[src/rtl/store_pkg.sv]
// Shared definitions for the store sequencer: size codes, FSM states and
// the read-latency counter width.
package store_pkg;

  localparam logic [1:0] SS_WORD = 2'b00;
  localparam logic [1:0] SS_HALF = 2'b01;
  localparam logic [1:0] SS_BYTE = 2'b10;
  localparam logic [1:0] SS_RSVD = 2'b11;

  localparam int unsigned CNT_W = 3;

  typedef enum logic [1:0] {
    ST_IDLE  = 2'b00,
    ST_READ  = 2'b01,
    ST_WRITE = 2'b10,
    ST_DONE  = 2'b11
  } state_t;

endpackage

[src/rtl/store_merge.sv]
// Little-endian lane merge of new store data into the old memory word.
// Word stores pass the new data through; half/byte replace one lane.
module store_merge
  import store_pkg::*;
(
  input  logic [1:0]  size,
  input  logic [1:0]  lane,
  input  logic [31:0] old_word,
  input  logic [31:0] new_data,
  output logic [31:0] merged
);

  // Select the lane(s) replaced by the new data
  always_comb begin
    merged = new_data;
    case (size)
      SS_HALF: merged = lane[1] ? {new_data[15:0], old_word[15:0]}
                                : {old_word[31:16], new_data[15:0]};
      SS_BYTE: begin
        merged = old_word;
        case (lane)
          2'd0:    merged[7:0]   = new_data[7:0];
          2'd1:    merged[15:8]  = new_data[7:0];
          2'd2:    merged[23:16] = new_data[7:0];
          default: merged[31:24] = new_data[7:0];
        endcase
      end
      default: merged = new_data;
    endcase
  end

endmodule

[src/rtl/store_sequencer.sv]
// Multicycle SW/SH/SB store controller: direct write for words,
// read-modify-write for sub-word stores, one-cycle done pulse.
// Optional macro STORE_ALIGN_CHECK_EN adds misalignment detection and the
// exc_misalign output.
module store_sequencer
  import store_pkg::*;
#(
  parameter int unsigned MEM_RD_LAT = 1
) (
  input  logic        clk,
  input  logic        rst_n,
  input  logic        start,
  input  logic [1:0]  ss_crtl,
  input  logic [31:0] addr,
  input  logic [31:0] wdata,
  input  logic [31:0] mem_rdata,
  output logic        busy,
  output logic        done,
  output logic [31:0] mem_addr,
  output logic        mem_wr,
  output logic [31:0] mem_wdata
`ifdef STORE_ALIGN_CHECK_EN
  ,
  output logic        exc_misalign
`endif
);

  localparam logic [CNT_W-1:0] CNT_INIT = CNT_W'(MEM_RD_LAT - 1);

  state_t           state;
  logic [1:0]       size_q;
  logic [31:0]      addr_q;
  logic [31:0]      wdata_q;
  logic [31:0]      old_q;
  logic [CNT_W-1:0] cnt;
  logic [31:0]      merged;

`ifdef STORE_ALIGN_CHECK_EN
  logic misaligned;
  logic mis_q;

  // Word needs addr[1:0]==0, half needs addr[0]==0
  always_comb begin
    misaligned = ((ss_crtl == SS_HALF) && addr[0]) ||
                 ((ss_crtl == SS_WORD) && (addr[1:0] != 2'b00));
  end
`endif

  // Store FSM with captured request and read-latency wait counter
  always_ff @(posedge clk or negedge rst_n) begin
    if (!rst_n) begin
      state   <= ST_IDLE;
      size_q  <= '0;
      addr_q  <= '0;
      wdata_q <= '0;
      old_q   <= '0;
      cnt     <= '0;
`ifdef STORE_ALIGN_CHECK_EN
      mis_q   <= 1'b0;
`endif
    end else begin
      case (state)
        ST_IDLE: begin
          if (start) begin
            size_q  <= ss_crtl;
            addr_q  <= addr;
            wdata_q <= wdata;
`ifdef STORE_ALIGN_CHECK_EN
            mis_q   <= misaligned;
            if (misaligned) begin
              state <= ST_DONE;
            end else
`endif
            case (ss_crtl)
              SS_WORD: state <= ST_WRITE;
              SS_HALF, SS_BYTE: begin
                state <= ST_READ;
                cnt   <= CNT_INIT;
              end
              default: state <= ST_DONE;
            endcase
          end
        end
        ST_READ: begin
          if (cnt == '0) begin
            old_q <= mem_rdata;
            state <= ST_WRITE;
          end else begin
            cnt <= cnt - 1'b1;
          end
        end
        ST_WRITE: state <= ST_DONE;
        default:  begin
          state <= ST_IDLE;
`ifdef STORE_ALIGN_CHECK_EN
          mis_q <= 1'b0;
`endif
        end
      endcase
    end
  end

  store_merge u_merge (
    .size     (size_q),
    .lane     (addr_q[1:0]),
    .old_word (old_q),
    .new_data (wdata_q),
    .merged   (merged)
  );

  // Outputs decoded from state and registers only
  always_comb begin
    busy      = (state != ST_IDLE);
    done      = (state == ST_DONE);
    mem_wr    = (state == ST_WRITE);
    mem_addr  = ((state == ST_READ) || (state == ST_WRITE)) ? {addr_q[31:2], 2'b00} : '0;
    mem_wdata = (state == ST_WRITE) ? merged : '0;
`ifdef STORE_ALIGN_CHECK_EN
    exc_misalign = (state == ST_DONE) && mis_q;
`endif
  end

endmodule

[config.mk]
export PLATFORM = sky130hd
export DESIGN_NAME = store_sequencer
export DESIGN_NICKNAME = d
export VERILOG_FILES = /design/src/rtl/store_pkg.sv /design/src/rtl/store_merge.sv /design/src/rtl/store_sequencer.sv
export SDC_FILE = /design/constraint.sdc
export NUM_CORES = 1
export LEC_CHECK = 0
export BUFFER_PORTS_ARGS = -buffer_cell sky130_fd_sc_hd__buf_2
export CORE_ASPECT_RATIO = 1.25
export CORE_MARGIN = 5
export CORE_UTILIZATION = 53
export CTS_BUF_LIST = sky130_fd_sc_hd__clkbuf_4
export DETAILED_ROUTE_END_ITERATION = 8
export GPL_TIMING_DRIVEN = 0
export PLACE_DENSITY = 0.92
export SYNTH_ARGS = -nofsm -noshare
export SYNTH_HDL_FRONTEND = slang
export SYNTH_HIERARCHICAL = 1
export SYNTH_SLANG_ARGS = --single-unit
[constraint.sdc]
create_clock -name clk -period 2.14 [get_ports clk]
set_clock_uncertainty 0.2 [all_clocks]
set_input_delay 0.107 -clock clk [delete_from_list [all_inputs] [get_ports clk]]
set_output_delay 0.107 -clock clk [all_outputs]
set_load 0.05 [all_outputs]
Word-level counts from Yosys, hierarchy flattened:

Index checks and enable logic that the tools add are counted.

* mux-type cells: 16
* $add $sub $neg: 1
* equality and inequality tests: 13
* reductions and logical operators: 13

Operator list (count)
* $mux W32: 3
* $pmux W32 S2: 1
* $mux W8: 4
* $eq A2 B2 Y1 const B: 5
* $mux W3: 3
* $eq A2 B1 Y1 const B: 4
* $logic_not A2 Y1: 3
* $ne A2 B2 Y1 const B: 3
* $pmux W2 S3: 1
* $pmux W3 S2: 1
* $reduce_and A2 Y1: 3
* $mux W2: 2
* $pmux W2 S2: 1
* $reduce_and A4 Y1: 1
* $reduce_bool A2 Y1: 2
* $logic_not A3 Y1: 1
* $reduce_or A3 Y1: 1
* $sub A3 B1 Y3 const B: 1
* $ne A2 B1 Y1 const B: 1
* $reduce_or A2 Y1: 1
* $logic_or A1 B1 Y1: 1

* logic and storage cells: 49
* input bits: 101
* flip-flop bits (word level): 103
* output and inout port bits: 67

Longest topological paths before layout:

Gate-level depths: netlist of the first run.

* depth after elaboration: 5
* mapped depth: 8
* depth with buffers taken out: 6

By module:

Netlist of the first run, hierarchy kept.

By module, submodules not included
* store_sequencer: seq. area each 2577.5 um^2, area each 4489.3 um^2, cells each 319, times used 1
* store_merge: seq. area each 0.0 um^2, area each 1012.2 um^2, cells each 133, times used 1

Worst setup path after synthesis of the first run:

No wires, ideal clock.

* path kind: reg-to-output
* start point: register size_q[0]
* end point: output port mem_wdata[17]
* buffers on the path: 2
* arrival time: 1874 ps
* cell stages (with the launch flop): 9
* data required time: 1833 ps
* slack: -41 ps
* cell sequence: dfrtp_1 -> inv_1 -> ha_1 -> buf_2 -> inv_2 -> nand2_1 -> buf_2 -> o221ai_1 -> and2_1

* cells in the longest elaborated chain, start to end: 3
* elaborated cells between the ends (all ways): 4
* classes of those cells: eq/ne (2); mux (2)

Ends and longest elaborated chain
* start, declared: line store_sequencer.sv:31 `logic [1:0] size_q;`
* start signal, assigned: line store_sequencer.sv:65 `size_q <= ss_crtl;`
* $eq A2 B2 Y1 or $eq A2 B1 Y1 (tied branches): line store_merge.sv:16 `case (size)`
* $pmux W32 S2 *: line store_merge.sv:16
* named net merged[17]: line store_sequencer.sv:36 `logic [31:0] merged;`
* $mux W32 *: line store_sequencer.sv:117 `mem_wdata = (state == ST_WRITE) ? merged : '0;`
* end, declared: line store_sequencer.sv:21 `output logic [31:0] mem_wdata`

Mark *: on every way through the listed nets, which the timed path passes. The rest lies on a longest branch.

Final worst setup path of the first run:

* start point: register addr_q[1]
* end point: output port mem_wdata[21]

* cells in the longest elaborated chain, start to end: 4
* elaborated cells between the ends (all ways): 5
* classes of those cells: eq/ne (1); mux (4)

Ends and longest elaborated chain
* start, declared: line store_sequencer.sv:32 `logic [31:0] addr_q;`
* start signal, assigned: line store_sequencer.sv:66 `addr_q <= addr;`
* $eq A2 B2 Y1: line store_merge.sv:21 `case (lane)`
* $mux W8: line store_merge.sv:21
* $pmux W32 S2 *: line store_merge.sv:16
* named net merged[21]: line store_sequencer.sv:36
* $mux W32 *: line store_sequencer.sv:117

Marks and branches as above.

==> results.tsv, run 1 <==
stage	metric	value	unit
outcome	violations	negative setup slack	
detailed_routing	wl_per_cell	25.8	um
layout	final_common_cell	buf_2	
synthesis	synth_ff_type	dfrtp_1	
detailed_routing	wl	22900	um
clock_tree	numCtsBuffers	9	
placement	place_congestion	0.885	
clock_tree	cts_sinks	103	
critical_path	r2r_end	old_q[16]$_DFFE_PN0P_	
global_routing	grt_pass1_wl	29500	um
critical_path	critPathKind	reg2out	
sta	slew_headroom	0.651	
sta	hold_viol	0	
placement	dpl_worst_slack	-0.407	ns
critical_path	endpoint_kind	output port	
detailed_routing	vias	5446	
detailed_routing	avgViaCountPerCell	6.11	
clock_tree	max-clock-path-buffers	2	
critical_path	r2r.worst_path.cells	6	
critical_path	crit_path_end	mem_wdata[21]	
global_routing	grt_pass1_vias	5635	
critical_path	path_depth	6	
synthesis	netlist_area	5500	um2
critical_path	timing.critical_path.cells	nor2b_2, buf_6, mux2i_1, o221ai_2, and2_4, buf_8	
synthesis	yosysSeqAreaShare	0.469	
synthesis	synth_top_area_share	0.469	
global_routing	overflow	0	
floorplan	die_w	101	um
floorplan	core	10100	um2
synthesis	ys_top_cells_by_area	dfrtp_1, mux2_2, mux2i_1, and2_1, mux2_4	
layout	final_cell_mix	buf_2, dlygate4sd3_1, dfrtp_1, mux2_2, mux2i_1	
sta	setup_ws	-0.555	ns
critical_path	cp_max_fo	8	
placement	place_hpwl	11200	um
clock_tree	cts_tree	built	
clock_tree	clkTransAtPathRegs	0.18	ns
sta	report.final.setup_viol	33	
critical_path	start_kind	flop	
layout	area_growth	62.4	%
layout	drive_above_1_share	0.548	
sta	worst_pin_slew	0.508	ns
floorplan	core.rowCount	41	
job	drv_cap	0	
sta	rsz0062_at_grt	true	
layout	final_cell_count_no_fill	891	
synthesis	yosysTopAreaCell	dfrtp_1	
clock_tree	root_buffer	clkbuf_4	
floorplan	dieArea	12500	um2
min_path	hp-class	in2reg	
critical_path	timing.rr.start	cnt[0]$_DFFE_PN0P_	
global_routing	grt.total_usage	0.308	
sta	layout_min_cycle_time	2.69	ns
critical_path	slowest_delay	0.49	ns
sta	layout_worst_path_cycle_share	1.26	
synthesis	syn_avg_cell_area	12.2	um2
detailed_routing	ant_nets	0	
sta	clock.fmax	0.371	GHz
outcome	status	complete, but fails checks	
critical_path	rrSetupSlack	-0.01	ns
synthesis	synth_seq_cells	103	
global_routing	grt_max_degree	68	
placement	io_buffers	165	
synthesis	yosysWarningCount	6	
critical_path	crit_slowest_cell	mux2i_1	
global_routing	antenna_found_initial	2	
critical_path	setup.worst_path.start	addr_q[1]$_DFFE_PN0P_	
synthesis	syn_inst	452	
synthesis	synth_cell_types	35	
synthesis	synth_edf_count	0	
floorplan	die_y	124	um
critical_path	arrival	2.39	ns
detailed_routing	first_pass_iters	7	
detailed_routing	route.detailed.drc	0	
synthesis	synth-async-reset-ratio	1.00	
sta	drv_slew	0	
floorplan	start_util	0.544	
critical_path	required	1.83	ns
clock_tree	cts_max_level	3	
detailed_routing	drtIter0Drc	619	
placement	dp.cells	748	
layout	finalNetCount	865	
clock_tree	clock_latency	0.47	ns
critical_path	path_buf_inv	2	
critical_path	cp_top_family	multiplexers	
floorplan	num_io_pins	168	
-- synthesized netlist by cell type, drive strengths merged (3+ instances only) --
library cell and n:
o211ai 8, a22o 8, nor2b 3, mux2 96
buf 20, o21bai 3, inv 12, o21ai 4
o221ai 16, nand2 32, dfrtp 103, ha 10
and2 63, a32oi 8, clkbuf 10, mux2i 42
-- worst min path at each step --
stage / from / end / slack [ns] / cells after the start
final: mem_rdata[11] / old_q[11]$_DFFE_PN0P_ / 0.19 / 3
after global routing: mem_rdata[5] / old_q[5]$_DFFE_PN0P_ / 0.16 / 3
after CTS: addr[6] / addr_q[6]$_DFFE_PN0P_ / 0.17 / 3
after detailed placement: rst_n / wdata_q[23]$_DFFE_PN0P_ / -0.09 / 1
after global placement: addr[9] / addr_q[9]$_DFFE_PN0P_ / 0.14 / 2
after floorplan: rst_n / addr_q[0]$_DFFE_PN0P_ / -0.39 / 0
-- cells by family after synthesis --
group,count (synthesis),synth area share
DFF,103,0.469
muxes,138,0.284
adders and majority gates,10,0.0227
and+or+nand+nor,105,0.106
buffers and inverters,42,0.0393
other,1,0.000682
AOI/OAI and AO/OA,53,0.0791
-- state kept, by name, indices dropped and copies added, names as in the netlist --
| register | cells |
|---|---|
| addr_q | 32 |
| cnt | 3 |
| old_q | 32 |
| size_q | 2 |
| state | 2 |
| wdata_q | 32 |
-- what timing repair did --
item,in CTS,in global routing
gates resized for setup,165,119
hold buffers,102,0
hold endpoints to repair,203,0
setup buffers,5,15
cloned,0,5
setup endpoints to repair,62,93
pin swaps,11,32
-- routing by layer --
metal,vias to the layer above,routed length [um],global-route usage
met3,147,2150,0.0796
met1,2619,7600,0.348
li1,2216,-,-
met4,0,1600,0.174
met5,-,0,0
met2,464,11600,0.526
-- worst register-to-register path: cells and delay by family, from the launching register on --
family | cells | cell delay [ns]
muxes | 1 | 0.41
and+or+nand+nor | 1 | 0.19
buffers and inverters | 2 | 0.39
DFF | 1 | 0.39
adders and majority gates | 2 | 0.48
-- cell type report --
cell class	instances	area (um2)
multi-input combinational	309	3130
timing repair buffer	291	2580
sequential	103	2580
fill	384	1170
buffer	27	236
tap	129	161
clock inverter	7	96.3
clock buffer	9	67.6
inverter	12	60.1
timing repair inverter	1	8.76
antenna	3	7.51
-- per-stage QoR --
step	hold slack, ns	TNS (ns)	util	instance area (um2)
floorplan	-0.389	0	-	5520
global placement	0.139	-32.44	0.644	6510
detailed placement	-0.0861	-7.39	0.647	6540
CTS	0.174	-10.96	0.819	8270
global route	0.160	-15.73	0.884	8930
finish	0.187	-12.77	0.884	8930
Power of run 1 is not shown: default switching activity piles up to over one toggle a cycle in this logic, so the estimate is an artifact.
==> run 2: changes to the inputs <==
==> constraint.sdc (replaced) <==
create_clock -name clk -period 2.14 [get_ports clk]
set_clock_uncertainty 0.2 [all_clocks]
set_input_delay 0.321 -clock clk [delete_from_list [all_inputs] [get_ports clk]]
set_output_delay 0.321 -clock clk [all_outputs]
set_load 0.05 [all_outputs]
==> results.tsv, run 2 (synthesized netlist as in run 1, its figures left out) <==
stage	metric	value	unit	change
clock_tree	clkTransAtPathRegs	0.19	ns	about the same
layout	drive_above_1_share	0.589		+0.0408
sta	clock.fmax	0.335	GHz	-9.8%
global_routing	grt.total_usage	0.356		+0.0484
outcome	status	complete, but fails checks		
floorplan	die_w	101	um	unchanged
sta	drv_slew	0		unchanged
global_routing	overflow	0		unchanged
critical_path	required	1.62	ns	-0.21 ns
critical_path	start_kind	flop		
detailed_routing	route.detailed.drc	0		unchanged
placement	io_buffers	165		unchanged
sta	rsz0062_at_grt	true		
critical_path	slowest_delay	0.48	ns	about the same
clock_tree	cts_sinks	103		unchanged
critical_path	cp_max_fo	6		-2
placement	place_hpwl	11300	um	+0.81%
layout	final_area	9160	um2	+2.5%
clock_tree	clock_latency	0.51	ns	+0.04 ns
detailed_routing	wl	25300	um	+10%
layout	area_growth	66.5	%	
sta	layout_min_cycle_time	2.99	ns	+0.292 ns
clock_tree	max-clock-path-buffers	2		unchanged
critical_path	crit_slowest_cell	dfrtp_1		
critical_path	r2r_end	cnt[0]$_DFFE_PN0P_		
layout	final_cell_mix	buf_2, dfrtp_1, dlygate4sd3_1, mux2_2, buf_8		
sta	setup_tns	-30.87	ns	-18.10 ns
detailed_routing	wl_per_cell	28.5	um	+11%
detailed_routing	first_pass_iters	5		-2
layout	finalNetCount	865		unchanged
sta	slew_headroom	0.566		-0.0857
critical_path	endpoint_kind	output port		
floorplan	core	10100	um2	unchanged
floorplan	die_y	124	um	unchanged
sta	setup_ws	-0.846	ns	-0.292 ns
floorplan	core.rowCount	41		unchanged
clock_tree	numCtsBuffers	9		unchanged
outcome	violations	negative setup slack		
floorplan	start_util	0.544		unchanged
detailed_routing	vias	5646		+3.7%
global_routing	antenna_found_initial	0		-2
layout	final_core_util	0.906		+0.0224
critical_path	timing.critical_path.cells	inv_1, ha_4, nor2b_4, buf_4, buf_4, a32oi_2, o211ai_1, and2_4, buf_8		
critical_path	timing.rr.start	state[0]$_DFFE_PN0P_		
detailed_routing	ant_nets	0		unchanged
floorplan	num_io_pins	168		unchanged
critical_path	critPathKind	reg2out		
sta	layout_worst_path_cycle_share	1.40		+0.136
min_path	worstHoldEndpoint	state[1]$_DFFE_PN0P_		
layout	final_common_cell	buf_2		
sta	report.final.setup_viol	65		+97%
global_routing	grt_pass1_wl	33400	um	+13%
detailed_routing	drtIter0Drc	609		-1.6%
global_routing	grt_max_degree	65		-4.4%
critical_path	path_buf_inv	4		+2
detailed_routing	avgViaCountPerCell	6.36		+4.0%
critical_path	arrival	2.47	ns	+0.08 ns
global_routing	grt_pass1_vias	5978		+6.1%
placement	place_congestion	0.915		+3.4%
min_path	hp-class	in2reg		
sta	hold_viol	0		unchanged
floorplan	dieArea	12500	um2	unchanged
sta	worst_pin_slew	0.646	ns	+0.137 ns
clock_tree	cts_tree	built		
clock_tree	root_buffer	clkbuf_4		
layout	top_regs	addr_q (32), old_q (32), wdata_q (32)		
min_path	min-delay-start	start		
placement	placedInstanceArea	6610	um2	+1.1%
critical_path	r2r.worst_path.cells	5		-1
critical_path	cpMostUsedCell	buf_4		
layout	diodes	0		-3
min_path	holdPathStages	3		unchanged
job	drv_cap	0		unchanged
clock_tree	cts_max_level	3		unchanged
critical_path	rrSetupSlack	-0.06	ns	-0.05 ns
critical_path	cp_top_family	buffers and inverters		
-- run 2: changes by cell type in the layout (fill, tap and decap cells not counted), sizes merged --
cell,delta
buf,+5
nor2b,-1
clkinv,+3
dlygate4sd3,-2
clkbuf,-1
clkinvlp,-2
diode,-3
bufinv,-1
inv,-1
-- run 2: worst reg2reg max path: stages, from the launching register on --
cell and delay [ns]:
dfrtp_1 0.47, inv_2 0.17, ha_4 0.22, a21boi_0 0.56, a211oi_1 0.21, o21ai_0 0.28
-- run 2: layout make-up --
| type | instances | area (um2) |
|---|---|---|
| Sequential cell | 103 | 2580 |
| Clock buffer | 9 | 67.6 |
| Fill cell | 327 | 947 |
| Buffer | 28 | 272 |
| Inverter | 12 | 57.6 |
| Timing Repair Buffer | 292 | 2730 |
| Tap cell | 129 | 161 |
| Multi-Input combinational cell | 308 | 3220 |
| Clock inverter | 7 | 72.6 |
-- run 2: what timing repair did --
action | in CTS | in global routing
buffers inserted | 8 | 14
hold buffers | 99 | 0
cloned | 4 | 1
endpoints found under the setup margin | 64 | 94
resized for setup | 264 | 73
pin swaps | 15 | 19
endpoints found under the hold margin | 137 | 0
-- run 2: metal layers --
metal | vias up | global-route usage | wire length [um] | share of wire
met1 | 2747 | 0.384 | 7920 | 0.31
li1 | 2215 | - | - | -
met3 | 176 | 0.0874 | 2390 | 0.095
met4 | 0 | 0.249 | 2260 | 0.089
met2 | 508 | 0.609 | 12700 | 0.50
met5 | - | 0 | 0 | 0
-- run 2: worst max-delay path by stage --
stage,endpoint,from,depth (start not counted)
after global routing,mem_wdata[13],size_q[0]$_DFFE_PN0P_,9
after global placement,old_q[1]$_DFFE_PN0P_,rst_n,1
final,mem_wdata[13],size_q[1]$_DFFE_PN0P_,9
after floorplan,mem_wdata[11],size_q[0]$_DFFE_PN0P_,8
after detailed placement,mem_wdata[31],size_q[0]$_DFFE_PN0P_,9
after CTS,mem_wdata[3],size_q[1]$_DFFE_PN0P_,6
-- run 2: through the flow --
stage	hold slack [ns]	std cells	setup slack [ns]
6_report	0.0517	888	-0.846
3_5_place_dp	0.142	748	-0.468
3_3_place_gp	0.281	747	-0.483
4_1_cts	0.0279	873	-0.638
5_1_grt	0.0333	888	-0.881
2_1_floorplan	-0.175	453	-0.00337
Power of run 2 is left out for the same reason.
